`config.mk`:
```
export PLATFORM = sky130hd
export DESIGN_NAME = johnson_seq_ctrl
export DESIGN_NICKNAME = d
export VERILOG_FILES = /design/src/rtl/johnson_pkg.sv /design/src/rtl/johnson_prescaler.sv /design/src/rtl/johnson_seq_ctrl.sv
export SDC_FILE = /design/constraint.sdc
export NUM_CORES = 1
export LEC_CHECK = 0
export CAP_MARGIN = 20
export CORE_MARGIN = 4
export CORE_UTILIZATION = 51
export DETAILED_ROUTE_END_ITERATION = 8
export PLACE_DENSITY = 0.78
export SLEW_MARGIN = 20
export SYNTH_ARGS = -nofsm -noshare
export SYNTH_HDL_FRONTEND = slang
export SYNTH_HIERARCHICAL = 1
export SYNTH_SLANG_ARGS = --single-unit
export TNS_END_PERCENT = 30
```
`constraint.sdc`:
```
create_clock -name clk -period 2.25 [get_ports clk]
set_input_delay 0.45 -clock clk [delete_from_list [all_inputs] [get_ports clk]]
set_output_delay 0.45 -clock clk [all_outputs]
set_load 0.02 [all_outputs]
```
`src/rtl/johnson_pkg.sv`:
```
// Shared types and constants for the Johnson sequence controller.
package johnson_pkg;

    localparam int PCNT_W = 8;   // prescaler counter width
    localparam int ROT_W  = 8;   // remaining-rotation counter width

    typedef enum logic [2:0] {
        OP_NOP     = 3'd0,
        OP_START   = 3'd1,
        OP_STOP    = 3'd2,
        OP_STEP    = 3'd3,
        OP_SET_DIV = 3'd4,
        OP_SET_DIR = 3'd5,
        OP_CLEAR   = 3'd6,
        OP_RSVD    = 3'd7
    } op_e;

    typedef enum logic [1:0] {
        ST_IDLE = 2'd0,
        ST_RUN  = 2'd1,
        ST_STEP = 2'd2
    } state_e;

endpackage

```
`src/rtl/johnson_prescaler.sv`:
```
// Divide-by-(div+1) tick generator: counts 0..div while enabled and
// raises tick combinationally in the cycle where the count equals div.
module johnson_prescaler
    import johnson_pkg::*;
(
    input  logic              clk,
    input  logic              rst,
    input  logic              clr,
    input  logic              en,
    input  logic [PCNT_W-1:0] div,
    output logic              tick,
    output logic [PCNT_W-1:0] pcnt
);

    logic [PCNT_W-1:0] r_pcnt;

    assign tick = en && (r_pcnt == div);
    assign pcnt = r_pcnt;

    // Count up while enabled; restart after a tick or on an explicit clear.
    always_ff @(posedge clk or posedge rst) begin
        // NOTE: non-blocking assignments so every flop samples pre-edge values.
        if (rst) begin
            r_pcnt <= '0;
        end else if (clr || tick) begin
            r_pcnt <= '0;
        end else if (en) begin
            r_pcnt <= r_pcnt + PCNT_W'(1);
        end
    end

endmodule

```
`src/rtl/johnson_seq_ctrl.sv`:
```
// Command-driven Johnson counter: free or counted runs, single steps,
// programmable advance rate and direction, wrap/done pulses, sticky error.
module johnson_seq_ctrl
    import johnson_pkg::*;
#(
    parameter int WIDTH = 8
) (
    input  logic             clk,
    input  logic             rst,
    input  logic             cmd_valid,
    output logic             cmd_ready,
    input  logic [2:0]       cmd_op,
    input  logic [7:0]       cmd_arg,
    output logic [WIDTH-1:0] q,
    output logic             busy,
    output logic             wrap,
    output logic             done,
    output logic             err
);

    state_e            r_state;
    logic [WIDTH-1:0]  r_q;
    logic              r_dir;
    logic [PCNT_W-1:0] r_div;
    logic [ROT_W-1:0]  r_rot_left;
    logic              r_wrap;
    logic              r_done;
    logic              r_err;

    state_e            w_state_nxt;
    logic [WIDTH-1:0]  w_q_nxt;
    logic              w_dir_nxt;
    logic [PCNT_W-1:0] w_div_nxt;
    logic [ROT_W-1:0]  w_rot_nxt;
    logic              w_wrap_nxt;
    logic              w_done_nxt;
    logic              w_err_nxt;
    logic              w_advance;
    logic              w_pclr;
    logic              w_tick;
    logic [PCNT_W-1:0] w_pcnt;
    logic              w_acc;
    op_e               w_op;

    // One Johnson step; down shifts toward bit 0, up shifts toward the MSB.
    function automatic logic [WIDTH-1:0] step_q(input logic [WIDTH-1:0] cur,
                                                input logic             down);
        if (down) return {~cur[0], cur[WIDTH-1:1]};
        return {cur[WIDTH-2:0], ~cur[WIDTH-1]};
    endfunction

    assign w_acc     = cmd_valid && cmd_ready;
    assign w_op      = op_e'(cmd_op);
    assign cmd_ready = (r_state != ST_STEP);
    assign busy      = (r_state != ST_IDLE);
    assign q         = r_q;
    assign wrap      = r_wrap;
    assign done      = r_done;
    assign err       = r_err;

    johnson_prescaler u_prescaler (
        .clk  (clk),
        .rst  (rst),
        .clr  (w_pclr),
        .en   (r_state == ST_RUN),
        .div  (r_div),
        .tick (w_tick),
        .pcnt (w_pcnt)
    );

    // Next-state, command decode and advance/wrap/done bookkeeping.
    always_comb begin
        // NOTE: every signal gets a default first so no latch is inferred.
        w_state_nxt = r_state;
        w_q_nxt     = r_q;
        w_dir_nxt   = r_dir;
        w_div_nxt   = r_div;
        w_rot_nxt   = r_rot_left;
        w_err_nxt   = r_err;
        w_wrap_nxt  = 1'b0;
        w_done_nxt  = 1'b0;
        w_advance   = 1'b0;
        w_pclr      = (r_state != ST_RUN);   // prescaler parked outside RUN

        unique case (r_state)
            ST_IDLE: begin
                if (w_acc) begin
                    case (w_op)
                        OP_START: begin
                            w_rot_nxt   = cmd_arg;
                            w_state_nxt = ST_RUN;
                        end
                        OP_STEP:    w_state_nxt = ST_STEP;
                        OP_SET_DIV: w_div_nxt   = cmd_arg;
                        OP_SET_DIR: w_dir_nxt   = cmd_arg[0];
                        OP_CLEAR:   w_q_nxt     = '0;
                        OP_RSVD:    w_err_nxt   = 1'b1;
                        default: ;  // NOP, and STOP while already idle
                    endcase
                end
            end

            ST_RUN: begin
                w_advance = w_tick;
                if (w_acc) begin
                    case (w_op)
                        // START/STOP beat a coincident tick.
                        OP_START: begin
                            w_rot_nxt = cmd_arg;
                            w_pclr    = 1'b1;
                            w_advance = 1'b0;
                        end
                        OP_STOP: begin
                            w_state_nxt = ST_IDLE;
                            w_pclr      = 1'b1;
                            w_advance   = 1'b0;
                        end
                        OP_SET_DIV: begin
                            w_div_nxt = cmd_arg;
                            if (w_pcnt > cmd_arg) w_pclr = 1'b1;
                        end
                        OP_SET_DIR: w_dir_nxt = cmd_arg[0];
                        OP_CLEAR, OP_STEP, OP_RSVD: w_err_nxt = 1'b1;
                        default: ;
                    endcase
                end
            end

            ST_STEP: begin
                w_advance   = 1'b1;
                w_state_nxt = ST_IDLE;
            end

            default: w_state_nxt = ST_IDLE;
        endcase

        if (w_advance) begin
            w_q_nxt = step_q(r_q, r_dir);
            if (w_q_nxt == '0) begin
                w_wrap_nxt = 1'b1;
                // Only counted runs consume rotations; a step never completes one.
                if (r_state == ST_RUN && r_rot_left != '0) begin
                    w_rot_nxt = r_rot_left - ROT_W'(1);
                    if (r_rot_left == ROT_W'(1)) begin
                        w_done_nxt  = 1'b1;
                        w_state_nxt = ST_IDLE;
                    end
                end
            end
        end
    end

    // State and datapath registers.
    always_ff @(posedge clk or posedge rst) begin
        if (rst) begin
            r_state    <= ST_IDLE;
            r_q        <= '0;
            r_dir      <= 1'b0;
            r_div      <= '0;
            r_rot_left <= '0;
            r_wrap     <= 1'b0;
            r_done     <= 1'b0;
            r_err      <= 1'b0;
        end else begin
            r_state    <= w_state_nxt;
            r_q        <= w_q_nxt;
            r_dir      <= w_dir_nxt;
            r_div      <= w_div_nxt;
            r_rot_left <= w_rot_nxt;
            r_wrap     <= w_wrap_nxt;
            r_done     <= w_done_nxt;
            r_err      <= w_err_nxt;
        end
    end

endmodule

```
==> results of run 1 <==
cells in the mapped netlist (4+ instances only):
cell and count:
buf_4 5, dfrtp_1 38, ha_1 14, inv_1 19, mux2_2 10, mux2i_1 11, nand2_1 13, nand4_1 7
nor2_1 10, nor3_1 12, o21ai_0 7, o221a_2 4, o2bb2ai_1 8, xnor2_1 12, xor2_1 5
final timing paths:
check | startpoint | slack [ps] | to | depth (start not counted)
worst max-delay path | cmd_arg[5] | 60 | u_prescaler/pcnt[1] | 8
worst min-delay path | rst | 420 | u_prescaler/pcnt[4] | 2
worst max register to register | u_prescaler/pcnt[7] | 120 | r_rot_left[6] | 7
worst min register to register | err | 480 | err | 1
max in group asynchronous | rst | 1410 | r_rot_left[1] | 3
min in group clk | err | 480 | err | 1
per-stage QoR:
stage	setup TNS (ps)	cell area, sq um
after floorplan	0	2504
after global placement	-2488	3030
after detailed placement	-3036	3030
after CTS	0	3172
after global routing	-79.28	3178
final	0	3178
worst register-to-register path, cell delays in order, from the launching register on:
cell and delay, ps:
dfrtp_1 460, xnor2_1 190, nand4_1 160, nor3_4 260, o211ai_1 170, nor3_4 350, a21o_1 270, o221a_2 220
sequential cells by signal, summed over array words and instances, names as in the netlist:
signal / count
r_state: 2
r_dir: 1
wrap: 1
u_prescaler/pcnt: 8
done: 1
q: 8
r_rot_left: 8
r_div: 8
err: 1
cell type report:
cell class	count	area (sq um)
Sequential cell	38	950.9
Clock buffer	5	68.82
Tap cell	67	83.83
Inverter	19	71.32
Clock inverter	3	68.82
Timing Repair Buffer	60	525.5
Multi-Input combinational cell	174	1409
Fill cell	389	1577
routing by layer:
metal | vias up | global-route usage | routed length (microns)
li1 | 991 | - | -
met1 | 958 | 0.2533 | 2575
met2 | 41 | 0.3082 | 2608
met3 | 6 | 0.04014 | 257
met4 | 0 | 0.06818 | 82
met5 | - | 0 | 0
what timing repair did:
action / 4_1_cts / 5_1_grt
hold buffers: 0 / 0
hold endpoints to repair: 0 / 0
pin swaps: 0 / 0
setup endpoints to repair: 9 / 13
gates resized for setup: 3 / 1
logic make-up (layout without fill, tap and decap cells):
group | after synthesis | count (layout) | synth area share
mux | 21 | 21 | 0.08896
flops | 38 | 38 | 0.3798
buf+inv | 30 | 87 | 0.06246
simple gates | 80 | 80 | 0.1994
xor+xnor | 18 | 18 | 0.07047
fa+ha+maj | 14 | 14 | 0.06997
compound gates | 41 | 41 | 0.1289
power groups by stage:
stage	Clock (W)	Sequential (W)	Combinational (W)
finish	0.000710	0.00111	0.00116
global route	0.000750	0.00113	0.00127
CTS	0.000724	0.00110	0.00116
detailed placement	0	0.00111	0.00116
global placement	0	0.00110	0.00113
floorplan	0	0.00110	0.000819
==> results.toml, run 1 <==
[run_status]
status = "complete, no violations"

[place]
dp_hpwl_mm = 4.093
io_buffers = 26
placed_cells = 358
gp_congestion = 0.9020
pre_cts_slack_ps = -340.3

[detailed_routing]
vias = 1996
dr.pass1.iters = 4
wl_per_cell_microns = 15.09
drtIter0Drc = 83
drt-total-wl_mm = 5.523
drc = 0
ant_nets = 0
avgViaCountPerCell = 5.454

[global_route]
grt_first_pass_wirelength_mm = 9.246
grt_pass1_vias = 1944
overflow = 0
grt_start_max_net_pins = 31
antenna_found_initial = 0
track_usage = 0.1907

[clock_network]
htreeDepth = 2
root_buffer = "clkbuf_8"
path_clk_slew_ps = 80
cts_tree = "done"
cts_buffers = 5
clock_latency_ps = 300
post_cts_buffers = 0
cts_buffer_depth = 2
clkSinkCount = 38

[power_and_ir_drop]
ir_drop_uv = 672.0
powerDensity_nw_per_um2 = 936.6
p_leak_nw = 1.396
power.total_w = 0.002977
switching_share = 0.3502
internal_power_w = 0.001934
power_frac_seq = 0.371
p_clk_frac = 0.239
p_comb_frac = 0.390
p_switching_w = 0.001042

[final_layout]
stdcell_count = 366
diodes = 0
nNetsFinal = 326
most-common-layout-cells = "38 x dfrtp_1, 33 x buf_4, 24 x clkdlybuf4s50_1, 19 x inv_1, 14 x ha_1"
final_common_cell = "dfrtp_1"
areaGrowthSynthToFinish_pct = 26.94
post-route-util = 0.6684
drive_gt1_frac = 0.2441

[synth]
syn_avg_cell_area_sq_um = 10.35
synth_area_leaders = "dfrtp_1 38%, ha_1 7.0%, mux2_2 4.5%"
async_reset_ff_frac = 1.000
synth-seq-cells = 38
synth-warning-count = 6
synth_cell_types = 56
synth-edff-count = 0
synth_top_area_cell = "dfrtp_1"
syn-num-nets = 270
ys_seq_area_frac = 0.3798
synth_top_area_frac = 0.3798
netlist_instances = 242
synth_area_sq_um = 2504
ys.flop_type = "dfrtp_1"

[timing]
setup_violations = 0
relSlewSlack = 0.6712
period_minus_slack_ps = 2187
rsz0062_at_grt = "yes"
fin_skew_ps = 7.285
finalHoldViolCount = 0
fin_crit_sh = 0.9718
tightest_slew_ps = 488.7
fmax_mhz = 457.3
drv_slew = 0
timing.hold.ws_ps = 417.3
worst_slack_ps = 63.46

[floorplan]
die_w_microns = 78.07
dieHeight_microns = 78.07
io_pins = 27
num_rows = 25
start_util = 0.5266
fp.dieArea_sq_um = 6094
core_sq_um = 4755

[worst_setup_path]
startpoint_type = "primary input"
path_class = "in2reg"
worst_path_max_delay_cell = "clkdlybuf4s50_1"
critPathTopFamily = "compound AO/OA/AOI/OAI gates"
path_cells = "clkdlybuf4s50_1, inv_1, ha_1, a21o_1, a21o_1, a211oi_1, a31oi_2, nor3_1"
cp.arrival_ps = 2400
crit_path_end_kind = "register"
cp.required_ps = 2470
slowest_delay_ps = 470
path_buf_inv = 2
cp_max_fo = 8
path_common_cell = "a21o_1"

[min_path]
hold_path.class = "in2async"

[run]
maxCapViolCount = 0
Note: power is estimated with default switching activity, not from simulation.
==> run 2, diff against run 1 <==
Settings changed: CORE_UTILIZATION 51 to 57, PLACE_DENSITY 0.78 to 0.82, SLEW_MARGIN 20 to 40.
Clock period 2.25 ns to 2.4 ns, I/O delays scaled along.
==> results.toml, run 2 (synthesis gave the netlist of run 1 again) <==
[run_status]
status = "complete, no violations"

[worst_setup_path]
cp_max_fo = 8
crit-reg2reg-capture = "q[5]"
startpoint_type = "register"
cp.required_ps = 2560
r2r_start = "r_state[1]"
regToRegSetupSlack_ps = 60
crit_path_end_kind = "register"
cp-startpoint = "r_state[1]"
slowest_delay_ps = 420
r2r_cells = 8
worst_path_max_delay_cell = "dfrtp_1"
path_class = "reg2reg"
cp.arrival_ps = 2510
path_cells = "inv_1, ha_1, nand2_1, nor3_4, a21oi_1, or3b_1, o21a_1, o2bb2ai_1"

[detailed_routing]
drtIter0Drc = 204
vias = 1998
ant_nets = 0
avgViaCountPerCell = 5.876
drt-total-wl_mm = 5.962
dr.pass1.iters = 5
wl_per_cell_microns = 17.54
drc = 0

[power_and_ir_drop]
switching_share = 0.3633
power_frac_seq = 0.393
powerDensity_nw_per_um2 = 869.9
p_clk_frac = 0.203
p_leak_nw = 1.334
p_switching_w = 0.0009673
ir_drop_uv = 698.2
p_comb_frac = 0.404
internal_power_w = 0.001695

[timing]
fmax_mhz = 426.9
fin_skew_ps = 11.47
finalHoldViolCount = 0
fin_crit_sh = 0.9759
drv_slew = 0
timing.hold.ws_ps = 452.8
period_minus_slack_ps = 2342
relSlewSlack = 0.6454
tightest_slew_ps = 527.1
setup_violations = 0

[run]
maxCapViolCount = 0

[global_route]
grt_start_max_net_pins = 31
track_usage = 0.2312
grt_pass1_vias = 1940
overflow = 0
grt_first_pass_wirelength_mm = 9.522
antenna_found_initial = 0

[clock_network]
path_clk_slew_ps = 80
root_buffer = "clkbuf_8"
cts_buffers = 5
htreeDepth = 2
clkSinkCount = 38
clock_latency_ps = 290
cts_tree = "done"
cts_buffer_depth = 2
cts-hold-fix-buffers = 0

[floorplan]
num_rows = 23
start_util = 0.6084
dieHeight_microns = 74.28
die_w_microns = 74.28
core_sq_um = 4115
fp.dieArea_sq_um = 5517
io_pins = 27

[final_layout]
nNetsFinal = 317
final_common_cell = "dfrtp_1"
diodes = 0
most-common-layout-cells = "38 x dfrtp_1, 26 x clkdlybuf4s50_1, 24 x buf_4, 19 x inv_1, 14 x ha_1"
post-route-util = 0.7437
drive_gt1_frac = 0.2138
areaGrowthSynthToFinish_pct = 22.24

[place]
dp_hpwl_mm = 4.375
io_buffers = 26
gp_congestion = 0.9508

[min_path]
hold_path.class = "in2async"
==> run 2: cell types whose count changed in the layout (fill, tap and decap cells not counted), sizes merged <==
cell           previous run  this run
bufinv                    2         1
clkdlybuf4s50            24        26
buf                      34        25
clkinv                    1         0
clkbuf                    5         7
dlygate4sd2               2         0
==> run 2: worst max-delay path by stage <==
| stage | slack [ps] | end | cells past startpoint |
|---|---|---|---|
| 2_1_floorplan | 110 | q[6] | 11 |
| 3_3_place_gp | -140 | u_prescaler/pcnt[6] | 9 |
| 3_5_place_dp | -210 | u_prescaler/pcnt[4] | 9 |
| 4_1_cts | 10 | r_rot_left[4] | 8 |
| 5_1_grt | -50 | q[5] | 8 |
| 6_report | 60 | q[5] | 8 |
==> run 2: through the flow <==
stage | setup WS (ps) | instances | setup TNS [ps] | power, W | area (sq um)
floorplan | 105.3 | 242 | 0 | 0.001796 | 2504
global placement | -135.3 | 331 | -1143 | 0.002060 | 2922
detailed placement | -208.5 | 331 | -1541 | 0.002102 | 2922
CTS | 12.37 | 339 | 0 | 0.002645 | 3028
global route | -53.66 | 340 | -399.3 | 0.002822 | 3060
finish | 57.78 | 340 | 0 | 0.002662 | 3060
==> run 2: area by class of cell <==
type / instances / area (sq um)
flip-flops and latches: 38 / 950.9
inverters: 19 / 71.32
fillers: 296 / 1055
repair buffers: 51 / 460.4
well taps: 50 / 62.56
clock inverters: 1 / 30.03
multi-input cells: 174 / 1409
clock buffers: 7 / 76.32
==> run 2: power groups by stage <==
stage | logic, W | clock network, W | registers, W
6_report | 0.00108 | 0.000541 | 0.00105
4_1_cts | 0.00106 | 0.000545 | 0.00104
2_1_floorplan | 0.000768 | 0 | 0.00103
3_3_place_gp | 0.00102 | 0 | 0.00104
5_1_grt | 0.00116 | 0.000582 | 0.00108
3_5_place_dp | 0.00105 | 0 | 0.00105
==> run 2: critical path, delay by kind of cell, from the launching register on <==
| kind | cells | cell delay, ps |
|---|---|---|
| AND/OR/NAND/NOR | 3 | 840 |
| AO/OA/AOI/OAI | 3 | 520 |
| flip-flops | 1 | 420 |
| adder cells (fa/ha/maj) | 1 | 320 |
| buffers and inverters | 1 | 90 |
==> run 2: routing by layer <==
| metal | global-route usage | vias to the layer above | routed length, microns |
|---|---|---|---|
| li1 | - | 972 | - |
| met1 | 0.3245 | 954 | 2740 |
| met2 | 0.3632 | 66 | 2821 |
| met3 | 0.05135 | 6 | 337 |
| met4 | 0.06324 | 0 | 63 |
| met5 | 0 | - | 0 |
==> run 2: what timing repair did <==
action	in CTS	in global routing
gates resized for setup	0	2
setup endpoints to repair	0	16
setup buffers	0	1
==> run 3, diff against run 2 <==
Settings changed: SKIP_CTS_REPAIR_TIMING from default to 1, TNS_END_PERCENT 30 to 5.
==> results.toml, run 3 (synthesis gave the netlist of run 1 again) <==
[detailed_routing]
wl_per_cell_microns = 17.20
drc = 0
dr.pass1.iters = 4
ant_nets = 0
drt-total-wl_mm = 5.832
drtIter0Drc = 140
avgViaCountPerCell = 5.914
vias = 2005

[floorplan]
start_util = 0.6084
io_pins = 27
fp.dieArea_sq_um = 5517
die_w_microns = 74.28
core_sq_um = 4115
num_rows = 23
dieHeight_microns = 74.28

[power_and_ir_drop]
p_clk_frac = 0.203
p_comb_frac = 0.402
p_leak_nw = 1.322
switching_share = 0.3612
internal_power_w = 0.001694
p_switching_w = 0.0009582
power.total_w = 0.002653
power_frac_seq = 0.395
powerDensity_nw_per_um2 = 871.7
ir_drop_uv = 694.9

[final_layout]
post-route-util = 0.7394
nNetsFinal = 316
final_common_cell = "dfrtp_1"
stdcell_count = 339
drive_gt1_frac = 0.2145
fillerInstances = 298
areaGrowthSynthToFinish_pct = 21.54
most-common-layout-cells = "38 x dfrtp_1, 26 x clkdlybuf4s50_1, 24 x buf_4, 19 x inv_1"
diodes = 0

[worst_setup_path]
path_buf_inv = 2
regToRegSetupSlack_ps = 170
startpoint_type = "primary input"
cp.required_ps = 2610
r2r_cells = 8
worst_path_max_delay_cell = "clkdlybuf4s50_1"
cp.arrival_ps = 2450
slowest_delay_ps = 480
crit_path_end_kind = "register"
path_depth = 8
cp_max_fo = 8
cp-startpoint = "cmd_arg[5]"
path_cells = "clkdlybuf4s50_1, inv_1, ha_1, a21o_1, a21o_1, a211oi_1, a31oi_2, nor3_1"
crit-reg2reg-capture = "r_rot_left[6]"
path_class = "in2reg"
critical_path.endpoint = "u_prescaler/pcnt[4]"
critPathTopFamily = "compound AO/OA/AOI/OAI gates"
path_common_cell = "a21o_1"
r2r_start = "r_state[1]"

[timing]
tightest_slew_ps = 488.9
relSlewSlack = 0.6711
fin_crit_sh = 0.9342
finalHoldViolCount = 0
rsz0062_at_grt = "no"
drv_slew = 0
tns_ps = 0
fmax_mhz = 446.0
fin_skew_ps = 11.21
setup_violations = 0
period_minus_slack_ps = 2242
worst_slack_ps = 158.0

[global_route]
overflow = 0
antenna_found_initial = 0
grt_start_max_net_pins = 31
grt_pass1_vias = 1940
track_usage = 0.2312
grt_first_pass_wirelength_mm = 9.522

[place]
gp_congestion = 0.9508
io_buffers = 26
dp_hpwl_mm = 4.375
placed_cells = 331
pre_cts_slack_ps = -208.5

[clock_network]
cts_buffer_depth = 2
cts_tree = "done"
path_clk_slew_ps = 70
clkSinkCount = 38
root_buffer = "clkbuf_8"
clock_latency_ps = 290
htreeDepth = 2
cts_buffers = 5

[run_status]
status = "complete, no violations"

[run]
maxCapViolCount = 0

[min_path]
hold_path.class = "in2async"
[run 3: changes by cell type in the layout (fill, tap and decap cells not counted), sizes merged]
cell	change
buf	-1
[run 3: layout make-up]
| type | instances | area [sq um] | area share |
|---|---|---|---|
| multi-input combinational | 174 | 1411 | 0.4638 |
| sequential | 38 | 950.9 | 0.3125 |
| timing repair buffer | 50 | 440.4 | 0.1447 |
| clock buffer | 7 | 76.32 | 0.02508 |
| inverter | 19 | 71.32 | 0.02344 |
| tap | 50 | 62.56 | 0.02056 |
| clock inverter | 1 | 30.03 | 0.009868 |
[run 3: per-stage QoR]
stage	cell area [sq um]	hold slack, ps
after floorplan	2504	295.7
after global placement	2922	450.2
after detailed placement	2922	460.9
after CTS	3028	458.5
after global routing	3043	482.4
final	3043	455.0
[run 3: worst min-delay path by stage]
stage | from | to | slack, ps | cells past startpoint
after floorplan | rst | u_prescaler/pcnt[0] | 300 | 1
after detailed placement | err | err | 460 | 1
after global routing | rst | u_prescaler/pcnt[4] | 480 | 2
after global placement | err | err | 450 | 1
final | rst | u_prescaler/pcnt[5] | 450 | 2
after CTS | rst | u_prescaler/pcnt[5] | 460 | 2
[run 3: power by group through the flow]
stage               combinational (W)  clock (W)  sequential (W)
detailed placement            0.00105          0         0.00105
global placement              0.00102          0         0.00104
floorplan                    0.000768          0         0.00103
global route                  0.00116   0.000582         0.00108
finish                        0.00107   0.000538         0.00105
CTS                           0.00106   0.000545         0.00104
[run 3: metal layers]
layer  track usage  share of wire
met1        0.3245           0.46
met2        0.3632           0.48
met3       0.05135          0.053
met4       0.06324          0.010
met5             0              0
